$ cat src/rtl/datapath_pkg.sv
// datapath_pkg: shared definitions for the arbitrated A/B/ALU/R datapath controller.
//   - state codes (exposed on the estado debug port)
//   - ALU operation, R-register operation and ALU operand-select encodings
//   - opcode constants and per-opcode EXEC step count
//   - micro-code word layout produced by dp_ucode
package datapath_pkg;

    typedef enum logic [2:0] {
        StIdle  = 3'd0,
        StLoadA = 3'd1,
        StLoadB = 3'd2,
        StExec  = 3'd3,
        StDone  = 3'd4
    } state_e;

    typedef enum logic [1:0] {
        AluNone = 2'b00,
        AluAdd  = 2'b01,
        AluSub  = 2'b10
    } alu_op_e;

    typedef enum logic [1:0] {
        RegHold = 2'b00,
        RegLoad = 2'b01,
        RegShr  = 2'b10   // load R with the ALU result shifted right by one
    } reg_op_e;

    // ALU second operand select
    localparam logic SelB = 1'b0;
    localparam logic SelR = 1'b1;

    // Opcodes
    localparam logic [1:0] OpcDiff = 2'b00;  // A + (A - B)
    localparam logic [1:0] OpcAvg  = 2'b01;  // (A + (A + (A + B))) / 2
    localparam logic [1:0] OpcAdd  = 2'b10;  // A + B
    localparam logic [1:0] OpcSub  = 2'b11;  // A - B

    typedef struct packed {
        logic    sel;
        alu_op_e op;
        reg_op_e opreg;
        logic    last;
    } ucode_t;

    // Number of EXEC micro-steps for each opcode
    function automatic int unsigned step_count(input logic [1:0] opc);
        case (opc)
            OpcDiff: step_count = 2;
            OpcAvg:  step_count = 3;
            default: step_count = 1;
        endcase
    endfunction

endpackage

$ cat src/rtl/dp_ucode.sv
// dp_ucode: combinational micro-code table for the EXEC phase.
// Ports:
//   opcode  in  2         latched opcode of the granted requester
//   k       in  N_STEP_W  current EXEC step
//   uc      out ucode_t   {Sel, Op, OpReg, last}; last flags the opcode's final step
// Steps beyond an opcode's length decode to all-zero controls.
module dp_ucode
    import datapath_pkg::*;
#(
    parameter int unsigned N_STEP_W = 2
) (
    input  logic [1:0]          opcode,
    input  logic [N_STEP_W-1:0] k,
    output ucode_t              uc
);

    always_comb begin
        uc = '{sel: SelB, op: AluNone, opreg: RegHold, last: 1'b0};
        case (opcode)
            OpcDiff: begin
                if (k == N_STEP_W'(0)) begin
                    uc.op    = AluSub;
                    uc.opreg = RegLoad;
                end else if (k == N_STEP_W'(1)) begin
                    uc.sel   = SelR;
                    uc.op    = AluAdd;
                    uc.opreg = RegLoad;
                end
            end
            OpcAvg: begin
                if (k == N_STEP_W'(0)) begin
                    uc.op    = AluAdd;
                    uc.opreg = RegLoad;
                end else if (k == N_STEP_W'(1)) begin
                    uc.sel   = SelR;
                    uc.op    = AluAdd;
                    uc.opreg = RegLoad;
                end else if (k == N_STEP_W'(2)) begin
                    uc.sel   = SelR;
                    uc.op    = AluAdd;
                    uc.opreg = RegShr;
                end
            end
            OpcAdd: begin
                if (k == N_STEP_W'(0)) begin
                    uc.op    = AluAdd;
                    uc.opreg = RegLoad;
                end
            end
            default: begin  // OpcSub
                if (k == N_STEP_W'(0)) begin
                    uc.op    = AluSub;
                    uc.opreg = RegLoad;
                end
            end
        endcase
        uc.last = ((32'(k) + 32'd1) == step_count(opcode));
    end

endmodule

$ cat src/rtl/arbitro_datapath.sv
// arbitro_datapath: two-requester arbiter and micro-sequencer driving the shared
// A/B register, ALU and result-register datapath.
// Ports:
//   clk, rst           clock (rising edge), asynchronous active-low reset
//   req[1:0]           request per requester
//   instr0, instr1     2-bit opcodes, sampled only when a grant is issued
//   gnt[1:0]           one-hot grant, held for the whole transaction
//   done[1:0]          one-cycle completion pulse to the granted requester
//   busy               high whenever not IDLE
//   EnA, EnB           A / B register load enables
//   Sel, Op, OpReg     ALU operand select, ALU op, R-register op
//   estado[2:0]        current state code (debug)
// Configuration: define ARB_FIXED_PRIO_EN to make requester 0 always win
// simultaneous requests; otherwise arbitration is round-robin.
module arbitro_datapath
    import datapath_pkg::*;
#(
    parameter int unsigned N_STEP_W = 2
) (
    input  logic       clk,
    input  logic       rst,
    input  logic [1:0] req,
    input  logic [1:0] instr0,
    input  logic [1:0] instr1,
    output logic [1:0] gnt,
    output logic [1:0] done,
    output logic       busy,
    output logic       EnA,
    output logic       EnB,
    output logic       Sel,
    output logic [1:0] Op,
    output logic [1:0] OpReg,
    output logic [2:0] estado
);

    state_e              state_q, state_d;
    logic [N_STEP_W-1:0] k_q;
    logic [1:0]          opc_q;
    logic [1:0]          gnt_q;
    logic                win;      // index of the requester that wins in IDLE
    ucode_t              uc;

    dp_ucode #(
        .N_STEP_W (N_STEP_W)
    ) u_ucode (
        .opcode (opc_q),
        .k      (k_q),
        .uc     (uc)
    );

`ifdef ARB_FIXED_PRIO_EN
    assign win = ~req[0];
`else
    logic last_q;  // requester served most recently; resets to 1 so requester 0 wins first

    assign win = (req == 2'b11) ? ~last_q : req[1];

    always_ff @(posedge clk or negedge rst) begin
        if (!rst) begin
            last_q <= 1'b1;
        end else if (state_q == StIdle && |req) begin
            last_q <= win;
        end
    end
`endif

    // State register
    always_ff @(posedge clk or negedge rst) begin
        if (!rst) begin
            state_q <= StIdle;
        end else begin
            state_q <= state_d;
        end
    end

    // Transaction context: grant, opcode and step counter
    always_ff @(posedge clk or negedge rst) begin
        if (!rst) begin
            gnt_q <= 2'b00;
            opc_q <= 2'b00;
            k_q   <= '0;
        end else begin
            case (state_q)
                StIdle: begin
                    if (|req) begin
                        gnt_q <= win ? 2'b10 : 2'b01;
                        opc_q <= win ? instr1 : instr0;
                    end
                end
                StLoadB: k_q <= '0;
                StExec:  k_q <= k_q + 1'b1;
                StDone: begin
                    gnt_q <= 2'b00;
                    k_q   <= '0;
                end
                default: ;
            endcase
        end
    end

    // Next state
    always_comb begin
        state_d = state_q;
        case (state_q)
            StIdle:  if (|req) state_d = StLoadA;
            StLoadA: state_d = StLoadB;
            StLoadB: state_d = StExec;
            StExec:  if (uc.last) state_d = StDone;
            StDone:  state_d = StIdle;
            default: state_d = StIdle;
        endcase
    end

    // Moore outputs
    always_comb begin
        EnA   = 1'b0;
        EnB   = 1'b0;
        Sel   = 1'b0;
        Op    = 2'b00;
        OpReg = 2'b00;
        done  = 2'b00;
        case (state_q)
            StLoadA: EnA = 1'b1;
            StLoadB: EnB = 1'b1;
            StExec: begin
                Sel   = uc.sel;
                Op    = uc.op;
                OpReg = uc.opreg;
            end
            StDone:  done = gnt_q;
            default: ;
        endcase
    end

    assign gnt    = gnt_q;
    assign busy   = (state_q != StIdle);
    assign estado = state_q;

endmodule
$ cat config.mk
export PLATFORM = sky130hd
export DESIGN_NAME = arbitro_datapath
export DESIGN_NICKNAME = d
export VERILOG_FILES = /design/src/rtl/datapath_pkg.sv /design/src/rtl/dp_ucode.sv /design/src/rtl/arbitro_datapath.sv
export SDC_FILE = /design/constraint.sdc
export NUM_CORES = 1
export LEC_CHECK = 0
export ABC_CLOCK_PERIOD_IN_PS = 4019
export CAP_MARGIN = 20
export CORE_ASPECT_RATIO = 0.75
export CORE_MARGIN = 8
export CORE_UTILIZATION = 35
export DETAILED_ROUTE_END_ITERATION = 10
export HOLD_SLACK_MARGIN = 0.03
export PLACE_DENSITY = 0.62
export SKIP_CTS_REPAIR_TIMING = 1
export SLEW_MARGIN = 20
export SYNTH_ARGS = -nofsm -noshare
export SYNTH_HDL_FRONTEND = slang
export SYNTH_SLANG_ARGS = --single-unit
export TNS_END_PERCENT = 10
$ cat constraint.sdc
create_clock -name clk -period 4.02 [get_ports clk]
set_clock_uncertainty 0.05 [all_clocks]
set_input_delay 0.402 -clock clk [delete_from_list [all_inputs] [get_ports clk]]
set_output_delay 0.402 -clock clk [all_outputs]
set_load 0.005 [all_outputs]
==> out/results.md <==
| Metric | This run |
|:---|:---|
| Status | complete, no violations |
| First-pass GRT wire length | 3.24 mm |
| Maximum clock frequency | 0.391 GHz |
| Final hold violation count | 0 |
| Chip height | 56.9 um |
| Final number of max-transition violations | 0 |
| Final worst path period share | 0.636 |
| Proportion of layout cells with a drive suffix above 1 | 0.113 |
| Final sum of negative setup slack | 0 ns |
| Number of rows in the core area | 14 |
| Type of element capturing the critical path | primary output |
| Final routed wire length divided by cell count | 14.7 um |
| Clock-pin transition on the worst setup and hold timing paths | 0.07 ns |
| Detailed Routing Iterations Pass 1 | 4 |
| Post-layout min period | 2.56 ns |
| Critical setup path kind | reg2out |
| Detailed-route DRC error count | 0 |
| Leakage | 0.431 nW |
| Number of setup violations in the final report | 0 |
| TritonCTS clock tree | yes |
| Flip-flop and latch count after synthesis | 10 |
| Power per standard cell area | 745 nW/um^2 |
| Antenna Nets Post-Route | 0 |
| Number of synthesis warnings | 0 |
| Relative contribution of the clock network to total power | 0.121 |
| Worst min-delay path class | in2async |
| Net Count, Synth | 98 |
| H-tree lvl count | 1 |
| Via-to-Cell Ratio | 5.31 |
| Initial DRC Count | 22 |
| Detailed Route WL | 1.91 mm |
| Layout net count | 120 |
| Post-detail-place hpwl | 1.47 mm |
| Antenna cell count | 0 |
| Power share of the sequential group | 0.330 |
| Overflow left after global routing | 0 |
| Cell accounting for the most synthesized area | sky130_fd_sc_hd__dfrtp_1 |
| P_sw | 320 uW |
| Area share of the leading cell type in the synthesized netlist | 0.288 |
| Core region area | 2070 sq um |
| Number of clock sinks | 10 |
| Unrepaired setup endpoints after global routing | no |
| Proportion of power drawn by combinational gates | 0.549 |
| Leading post-synthesis cells by cell area | sky130_fd_sc_hd__dfrtp_1, sky130_fd_sc_hd__ha_1, sky130_fd_sc_hd__nand2b_1 |
| Total via count in the routed design | 690 |
| Slew at the pin closest to its max-slew limit | 0.539 ns |
| Overall Power | 766 uW |
| Cell Int Power | 446 uW |
| Portion of the post-synthesis area used by sequential elements | 0.322 |
| Slew Limit Headroom | 0.641 |
| Startpoint type of the worst setup path | flip-flop |
| Mean instance size in the synthesized netlist | 9.20 sq um |
| Master cell of the clock root buffer | sky130_fd_sc_hd__clkbuf_4 |
| Crit-path max FO | 9 |
| Peak supply drop | 0.305 mV |
| Count of different cell masters after synthesis | 34 |
| Area of the die | 4020 sq um |
| IO Port Bufs | 22 |
| Required time at the worst-slack endpoint | 3.57 ns |
| Combined global-route utilization of all metal layers | 0.0993 |
| Fraction of power spent switching nets | 0.418 |
| Clock buffer count from CTS | 3 |
| Cells after synthesis | 85 |
| Routability congestion estimate | 0.808 |
| Total of max-cap violations | 0 |
| Synthesis-to-layout area growth | 31.5% |
| Maximum number of pins on one net before global-route repair | 17 |
| Die X-Extent | 70.6 um |
| Starting density of the core | 0.378 |
| Worst-skew pair later-pin latency | 0.27 ns |
| Arrival time at the worst endpoint | 2.11 ns |
| Synthesized cell area | 782 sq um |
| Antenna violations before repair | 0 |
| Number of top-level pins | 23 |
| Buffers from clock root to sink, at most | 2 |
| Vias in the first global route | 686 |
-- cells in the final DEF (no fill, tap or decap), types with 2 or more instances in the layout --
master and instances:
sky130_fd_sc_hd__nand3_1 4, sky130_fd_sc_hd__nor3_1 3, sky130_fd_sc_hd__clkdlybuf4s50_1 22, sky130_fd_sc_hd__a21oi_1 3, sky130_fd_sc_hd__nand2_1 5, sky130_fd_sc_hd__ha_1 5, sky130_fd_sc_hd__inv_1 4, sky130_fd_sc_hd__nor2_1 6
sky130_fd_sc_hd__dfrtp_1 9, sky130_fd_sc_hd__a211oi_2 2, sky130_fd_sc_hd__nand4_1 4, sky130_fd_sc_hd__mux2i_1 3, sky130_fd_sc_hd__and3_1 3, sky130_fd_sc_hd__nor3b_1 2, sky130_fd_sc_hd__clkbuf_4 3, sky130_fd_sc_hd__o21ai_1 5
sky130_fd_sc_hd__nand2b_1 6
-- flip-flops by register name (all words and copies together), names as in the netlist --
name	flops
k_q	2
gnt	2
opc_q	2
estado	3
last_q	1
-- cell usage after synthesis (all sizes together) --
cell type / n
nand4: 4
a21oi: 3
nand2b: 6
nor3: 4
mux2i: 3
inv: 5
and4bb: 1
and3b: 1
nor3b: 2
dfrtp: 9
ha: 5
nand2: 5
xor2: 1
a22o: 1
a211oi: 2
nand4bb: 1
nor2: 7
a31oi: 1
dfstp: 1
nand3: 4
o22a: 1
buf: 5
o21ai: 6
nand3b: 1
a32oi: 1
o2bb2ai: 1
o32ai: 1
and3: 3
-- through the flow --
stage	utilization	hold slack [ns]	area (sq um)	setup WS [ns]	instances
2_1_floorplan	-	0.0564	782	2.40	85
3_3_place_gp	0.480	0.438	992	1.83	126
3_5_place_dp	0.480	0.437	992	1.76	126
4_1_cts	0.498	0.408	1030	1.45	130
5_1_grt	0.498	0.445	1030	1.29	130
6_report	0.498	0.404	1030	1.46	130
-- path summary, 6_finish.rpt --
| kind | start | endpoint | slack, ns | cells after the start |
|---|---|---|---|---|
| max | k_q[0] | Sel | 1.46 | 5 |
| min in group clk | last_q | last_q | 0.44 | 2 |
| max reg2reg | k_q[0] | estado[1] | 2.26 | 5 |
| min | rst | gnt[0] | 0.40 | 1 |
| max in group asynchronous | rst | last_q | 3.17 | 1 |
| min reg2reg | last_q | last_q | 0.44 | 2 |
-- per-layer routing --
| layer | wire [um] | global-route usage | vias up |
|---|---|---|---|
| met3 | 143 | 0.0557 | 3 |
| met2 | 850 | 0.150 | 17 |
| met5 | 0 | 0 | - |
| met4 | 13 | 0.0177 | 0 |
| li1 | - | - | 355 |
| met1 | 898 | 0.121 | 315 |
-- area by class of cell --
class | instances | area (sq um)
multi-input cells | 65 | 472
inverters | 5 | 18.8
well taps | 24 | 30.0
flip-flops and latches | 10 | 251
fillers | 199 | 1040
repair buffers | 22 | 220
clock buffers | 4 | 36.3
-- power groups by stage --
stage / sequential, mW / clock, mW / combinational, mW
floorplan: 0.191 / 0 / 0.329
global placement: 0.252 / 0 / 0.421
detailed placement: 0.254 / 0 / 0.422
CTS: 0.252 / 0.0961 / 0.426
global route: 0.265 / 0.0996 / 0.474
finish: 0.253 / 0.0924 / 0.421
-- kinds of logic (layout without fill, tap and decap cells) --
| logic type | after synthesis | count (layout) | synth area share |
|---|---|---|---|
| and+or+nand+nor | 39 | 39 | 0.312 |
| AOI/OAI and AO/OA | 17 | 17 | 0.162 |
| DFF | 10 | 10 | 0.322 |
| buffers and inverters | 10 | 31 | 0.0752 |
| adders and majority gates | 5 | 5 | 0.0800 |
| muxes | 3 | 3 | 0.0384 |
| xor gates and xnor gates | 1 | 1 | 0.0112 |
-- critical path, cell delays in order (launching register included) --
cell and delay (ns):
sky130_fd_sc_hd__dfrtp_1 0.51, sky130_fd_sc_hd__inv_1 0.14, sky130_fd_sc_hd__ha_1 0.41, sky130_fd_sc_hd__mux2i_1 0.10, sky130_fd_sc_hd__nor3_1 0.14, sky130_fd_sc_hd__clkdlybuf4s50_1 0.53
(Power assumes the default switching activity.)
